--- src/rtl/pipe_ctrl_pkg.sv ---
// Shared encodings for the pipeline controller: FSM states, stall patterns,
// exception type codes and reset/zero constants.
package pipe_ctrl_pkg;

    typedef enum logic {
        ST_RUN   = 1'b0,
        ST_FLUSH = 1'b1
    } state_t;

    localparam logic        RST_ENABLE = 1'b1;
    localparam logic [31:0] ZERO_WORD  = 32'h0000_0000;

    // Each stall pattern freezes the requesting stage and everything upstream of it.
    localparam logic [5:0] STALL_NONE = 6'b000000;
    localparam logic [5:0] STALL_ID   = 6'b000111;
    localparam logic [5:0] STALL_EX   = 6'b001111;
    localparam logic [5:0] STALL_MEM  = 6'b011111;

    localparam logic [31:0] EXC_NONE    = 32'h0000_0000;
    localparam logic [31:0] EXC_INT     = 32'h0000_0001;
    localparam logic [31:0] EXC_SYSCALL = 32'h0000_0008;
    localparam logic [31:0] EXC_INVALID = 32'h0000_000a;
    localparam logic [31:0] EXC_OV      = 32'h0000_000c;
    localparam logic [31:0] EXC_TRAP    = 32'h0000_000d;
    localparam logic [31:0] EXC_ERET    = 32'h0000_000e;

endpackage

--- src/rtl/pipe_ctrl.sv ---
// Pipeline controller: stall arbitration, exception flush/redirect,
// memory-bus timeout detection and stall-cycle accounting.
module pipe_ctrl
    import pipe_ctrl_pkg::*;
#(
    parameter logic [31:0] HANDLER_PC     = 32'h0000_0020,
    parameter logic [31:0] GEN_HANDLER_PC = 32'h0000_0040,
    parameter logic [7:0]  MEM_TIMEOUT    = 8'd255
) (
    input  logic        clk,
    input  logic        rst,
    input  logic        stallreq_id,
    input  logic        stallreq_ex,
    input  logic        stallreq_mem,
    input  logic [31:0] excepttype,
    input  logic [31:0] cp0_epc,
    output logic [5:0]  stall,
    output logic        flush,
    output logic [31:0] new_pc,
    output logic        bus_timeout,
    output logic [31:0] stall_cycles
);

    state_t      state;
    state_t      next_state;
    logic [7:0]  mem_cnt;
    logic [7:0]  mem_cnt_inc;
    logic        mem_count_en;
    logic        take_exception;

    function automatic logic [31:0] map_new_pc(input logic [31:0] code,
                                               input logic [31:0] epc);
        logic [31:0] pc;
        case (code)
            EXC_INT:                                  pc = HANDLER_PC;
            EXC_SYSCALL, EXC_INVALID, EXC_OV, EXC_TRAP: pc = GEN_HANDLER_PC;
            EXC_ERET:                                 pc = epc;
            default:                                  pc = GEN_HANDLER_PC;
        endcase
        return pc;
    endfunction

    assign take_exception = (state == ST_RUN) && (excepttype != EXC_NONE);

    always_ff @(posedge clk) begin
        if (rst == RST_ENABLE) begin
            state <= ST_RUN;
        end else begin
            state <= next_state;
        end
    end

    // A flush lasts exactly one cycle; exceptions seen during it are dropped.
    always_comb begin
        next_state = state;
        case (state)
            ST_RUN:   if (excepttype != EXC_NONE) next_state = ST_FLUSH;
            ST_FLUSH: next_state = ST_RUN;
            default:  next_state = ST_RUN;
        endcase
    end

    always_comb begin
        stall = STALL_NONE;
        if (rst != RST_ENABLE && state == ST_RUN) begin
            if (stallreq_mem)      stall = STALL_MEM;
            else if (stallreq_ex)  stall = STALL_EX;
            else if (stallreq_id)  stall = STALL_ID;
        end
    end

    always_ff @(posedge clk) begin
        if (rst == RST_ENABLE) begin
            flush  <= 1'b0;
            new_pc <= ZERO_WORD;
        end else if (take_exception) begin
            flush  <= 1'b1;
            new_pc <= map_new_pc(excepttype, cp0_epc);
        end else begin
            flush  <= 1'b0;
        end
    end

    // The bus-wait counter saturates at the limit so the timeout edge is unique.
    assign mem_count_en = (state == ST_RUN) && stallreq_mem;
    assign mem_cnt_inc  = (mem_cnt == MEM_TIMEOUT) ? mem_cnt : mem_cnt + 8'd1;

    always_ff @(posedge clk) begin
        if (rst == RST_ENABLE) begin
            mem_cnt     <= 8'd0;
            bus_timeout <= 1'b0;
        end else if (!mem_count_en) begin
            mem_cnt <= 8'd0;
        end else begin
            mem_cnt <= mem_cnt_inc;
            if (mem_cnt_inc == MEM_TIMEOUT) bus_timeout <= 1'b1;
        end
    end

    always_ff @(posedge clk) begin
        if (rst == RST_ENABLE) begin
            stall_cycles <= ZERO_WORD;
        end else if (stall != STALL_NONE && stall_cycles != 32'hFFFF_FFFF) begin
            stall_cycles <= stall_cycles + 32'd1;
        end
    end

endmodule
--- config.mk ---
export PLATFORM = sky130hd
export DESIGN_NAME = pipe_ctrl
export DESIGN_NICKNAME = d
export VERILOG_FILES = /design/src/rtl/pipe_ctrl_pkg.sv /design/src/rtl/pipe_ctrl.sv
export SDC_FILE = /design/constraint.sdc
export NUM_CORES = 1
export LEC_CHECK = 0
export CORE_ASPECT_RATIO = 0.5
export CORE_MARGIN = 2
export CORE_UTILIZATION = 42
export CTS_BUF_LIST = sky130_fd_sc_hd__clkbuf_4 sky130_fd_sc_hd__clkbuf_8 sky130_fd_sc_hd__clkbuf_16
export DETAILED_ROUTE_END_ITERATION = 8
export GPL_TIMING_DRIVEN = 0
export PLACE_DENSITY = 0.8
export SLEW_MARGIN = 10
export SYNTH_ARGS = -nofsm -noshare
export SYNTH_HDL_FRONTEND = slang
export SYNTH_SLANG_ARGS = --single-unit
--- constraint.sdc ---
create_clock -name clk -period 2.9 [get_ports clk]
set_clock_uncertainty 0.2 [all_clocks]
set_input_delay 0.58 -clock clk [delete_from_list [all_inputs] [get_ports clk]]
set_output_delay 0.58 -clock clk [all_outputs]
set_load 0.005 [all_outputs]
==> impl_metrics.json <==
{
  "fillers": 604,
  "synth-xor-area-share_pct": 1.63,
  "ys_warn_count": 0,
  "hold_viol_final": 0,
  "worstPathArrival_ns": 2.06,
  "synth_ff_type": "dfxtp_1",
  "grt-ovfl-total": 0,
  "max_freq_mhz": 352,
  "p_sw_share_pct": 20.4,
  "drtPass1Iterations": 4,
  "ioPinCount": 141,
  "initial_core_util_pct": 43.7,
  "p_per_area_nw_per_um2": 471,
  "yosysTopAreaCell": "dfxtp_1",
  "grt_max_degree": 13,
  "ys_top_cells_by_count": "75 x dfxtp_1, 31 x a22o_1, 28 x a21oi_1, 26 x nor2_1, 19 x nand2_1",
  "cp_common_cell": "clkdlybuf4s50_1",
  "antenna_found_initial": 0,
  "power_frac_seq_pct": 43.9,
  "drc": 0,
  "p_total_mw": 2.38,
  "rsz0062_at_grt": "no",
  "dieArea_sq_um": 8460,
  "preCtsSetupSlack_ns": -0.515,
  "drive_gt1_share_pct": 7.00,
  "p_sw_uw": 487,
  "yosys-top-cells-area": "dfxtp_1 46%, a22o_1 8.4%, a21oi_1 4.3%",
  "hp-class": "register to register",
  "synth_cell_types": 53,
  "maxSlewViolCount": 0,
  "synth_top_area_share_pct": 46.4,
  "hpwl_um": 6510,
  "setup-violations-final": 0,
  "numPortBuffers": 138,
  "whs_ns": 0.274,
  "async_flop_share_pct": 0,
  "post-route-period-util_pct": 97.9,
  "cts_hold_repair.buffers": 0,
  "r2r_slack_ns": 0.38,
  "power_frac_clock_pct": 48.7,
  "cts_buffer_depth": 2,
  "ir_worst_vdd_mv": 0.305,
  "slew_headroom_pct": 58.1,
  "path_cells": "clkdlybuf4s50_1 -> nor3_2 -> nor3_4 -> buf_4 -> clkdlybuf4s50_1",
  "crit_path_end": "stall[1]",
  "crit-reg2reg-launch": "stall_cycles[5]",
  "cts_tree": "built",
  "synthToLayoutAreaGrowth_pct": 56.7,
  "via_per_inst": 5.42,
  "cts_sinks": 75,
  "wire_per_inst_um": 15.1,
  "seq_area_frac_synth_pct": 46.4,
  "maxCapViolCount": 0,
  "critPathMaxStageDelay_ns": 0.50,
  "finalCriticalPeriod_ns": 2.84,
  "p_leak_nw": 1.73,
  "place_area_sq_um": 4730,
  "ant_nets": 0,
  "cts-root-buf": "clkbuf_16",
  "timing.final.ws_setup_ns": 0.0613,
  "clk_pin_slew_ns": 0.06,
  "num_antenna_cells": 0,
  "muxShareOfSynthArea_pct": 1.70,
  "die_h_um": 66.0,
  "worst_slew_pin_slew_ns": 0.623,
  "comb_power_share_pct": 7.4,
  "reg2reg_depth": 6,
  "die_w_um": 128,
  "synth_top_family_by_area": "compound AO/OA/AOI/OAI gates",
  "synth_compound_area_share_pct": 23.6,
  "synth_fa_ha_area_share_pct": 0.774,
  "synth_cells": 347,
  "cp-start-kind": "input pin",
  "wl_um": 9000,
  "htreeDepth": 3,
  "dp_cells": 581,
  "grt_pass1_vias": 2977,
  "gp_congestion": 0.816,
  "r2r-end": "stall_cycles[18]",
  "grt_usage_pct": 21.5,
  "grt_pass1_wl_um": 14300,
  "slowest_stage": "clkdlybuf4s50_1",
  "numCtsBuffers": 9,
  "endpoint_kind": "output pin",
  "critPathLaunch": "stallreq_ex",
  "initialDrtViolationCount": 171,
  "avgSynthCellArea_sq_um": 9.32,
  "synth-simple-area-share_pct": 22.3,
  "via_count": 3230,
  "final_area_sq_um": 5060,
  "ys_ff_latch": 75,
  "critPathKind": "input pin to output pin",
  "syn_nets": 418,
  "coreArea_sq_um": 7400,
  "netlist_area_sq_um": 3230,
  "nNetsFinal": 568,
  "fin_setup_tns_ns": 0,
  "status": "finished clean",
  "stdcell_count": 596,
  "cp.required_ns": 2.12,
  "fin_util_pct": 68.4,
  "yosysMostFrequentCell": "dfxtp_1",
  "insertion_delay_ns": 0.33,
  "rows": 22,
  "intPower_mw": 1.90,
  "critPathMaxFanout": 4,
  "synth_edf_count": 0
}
==> cell usage in the layout (no fill, tap or decap), types with 2 or more instances in the layout <==
cell and n:
and3_1 6, a22o_1 31, clkbuf_16 9, nor2_1 25
or3_1 18, inv_1 10, and4_1 3, xnor2_1 4
o31ai_1 7, bufinv_16 2, o2111ai_1 2, nor4_1 8
o21ai_0 18, nor3_1 6, ha_1 2, nand4_1 8
nand2_1 19, or4_1 5, dfxtp_1 75, nor3_2 2
clkinvlp_4 2, a21oi_1 28, o31a_1 4, buf_4 4
o211ai_1 2, clkdlybuf4s50_1 137, nand3_1 15, clkbuf_1 9
o31ai_4 2, nand4_2 2, mux2i_1 4, xor2_1 2
==> logic make-up after synthesis <==
family	count (synthesis)
multiplexers	5
buffers and inverters	24
XOR/XNOR	6
other	1
AND/OR/NAND/NOR	129
AO/OA/AOI/OAI	105
flip-flops	75
adder cells (fa/ha/maj)	2
==> repair_timing <==
item / CTS / global route
pin swaps: 1 / 0
gates resized for setup: 4 / 1
setup buffers: 1 / 0
setup endpoints to repair: 10 / 1
==> worst max-delay path, delay by kind of cell <==
kind,cells,cell delay (ns)
buffers and inverters,3,1.14
and+or+nand+nor,2,0.34
==> state kept, by name, indices dropped and copies added (netlist names) <==
name          flops
mem_cnt           8
state             1
bus_timeout       1
new_pc           32
stall_cycles     32
flush             1
==> final cells by class <==
| class | count | area (sq um) | area share [%] |
|---|---|---|---|
| Buffer | 14 | 72.6 | 1.43 |
| Clock buffer | 9 | 225 | 4.45 |
| Clock inverter | 5 | 80.1 | 1.58 |
| Inverter | 10 | 37.5 | 0.741 |
| Multi-Input combinational cell | 248 | 1640 | 32.4 |
| Sequential cell | 75 | 1500 | 29.6 |
| Tap cell | 96 | 120 | 2.37 |
| Timing Repair Buffer | 139 | 1390 | 27.4 |
==> routing by layer <==
layer  global-route usage (%)  share of wire, %  vias up
met5                        0                 0        -
met4                     7.01              0.99        0
met3                     8.82               8.0       11
met2                     34.2                47       88
met1                     26.8                44     1509
li1                         -                 -     1622
==> power groups by stage <==
stage	registers, mW	clock network [mW]	logic [mW]
after floorplan	1.07	0	0.0489
after global placement	1.07	0	0.172
after detailed placement	1.07	0	0.174
after CTS	1.05	1.17	0.179
after global routing	1.05	1.23	0.191
final	1.05	1.16	0.177
==> worst min path at each step <==
stage                 from           to  slack [ns]  cells past startpoint
2_1_floorplan  bus_timeout  bus_timeout        0.27                      1
3_3_place_gp   bus_timeout  bus_timeout        0.26                      1
3_5_place_dp    new_pc[28]   new_pc[28]        0.26                      1
4_1_cts         new_pc[10]   new_pc[10]        0.28                      1
5_1_grt          new_pc[9]    new_pc[9]        0.30                      1
6_report       bus_timeout  bus_timeout        0.27                      1
No activity file was read; power rests on OpenSTA's default activity.
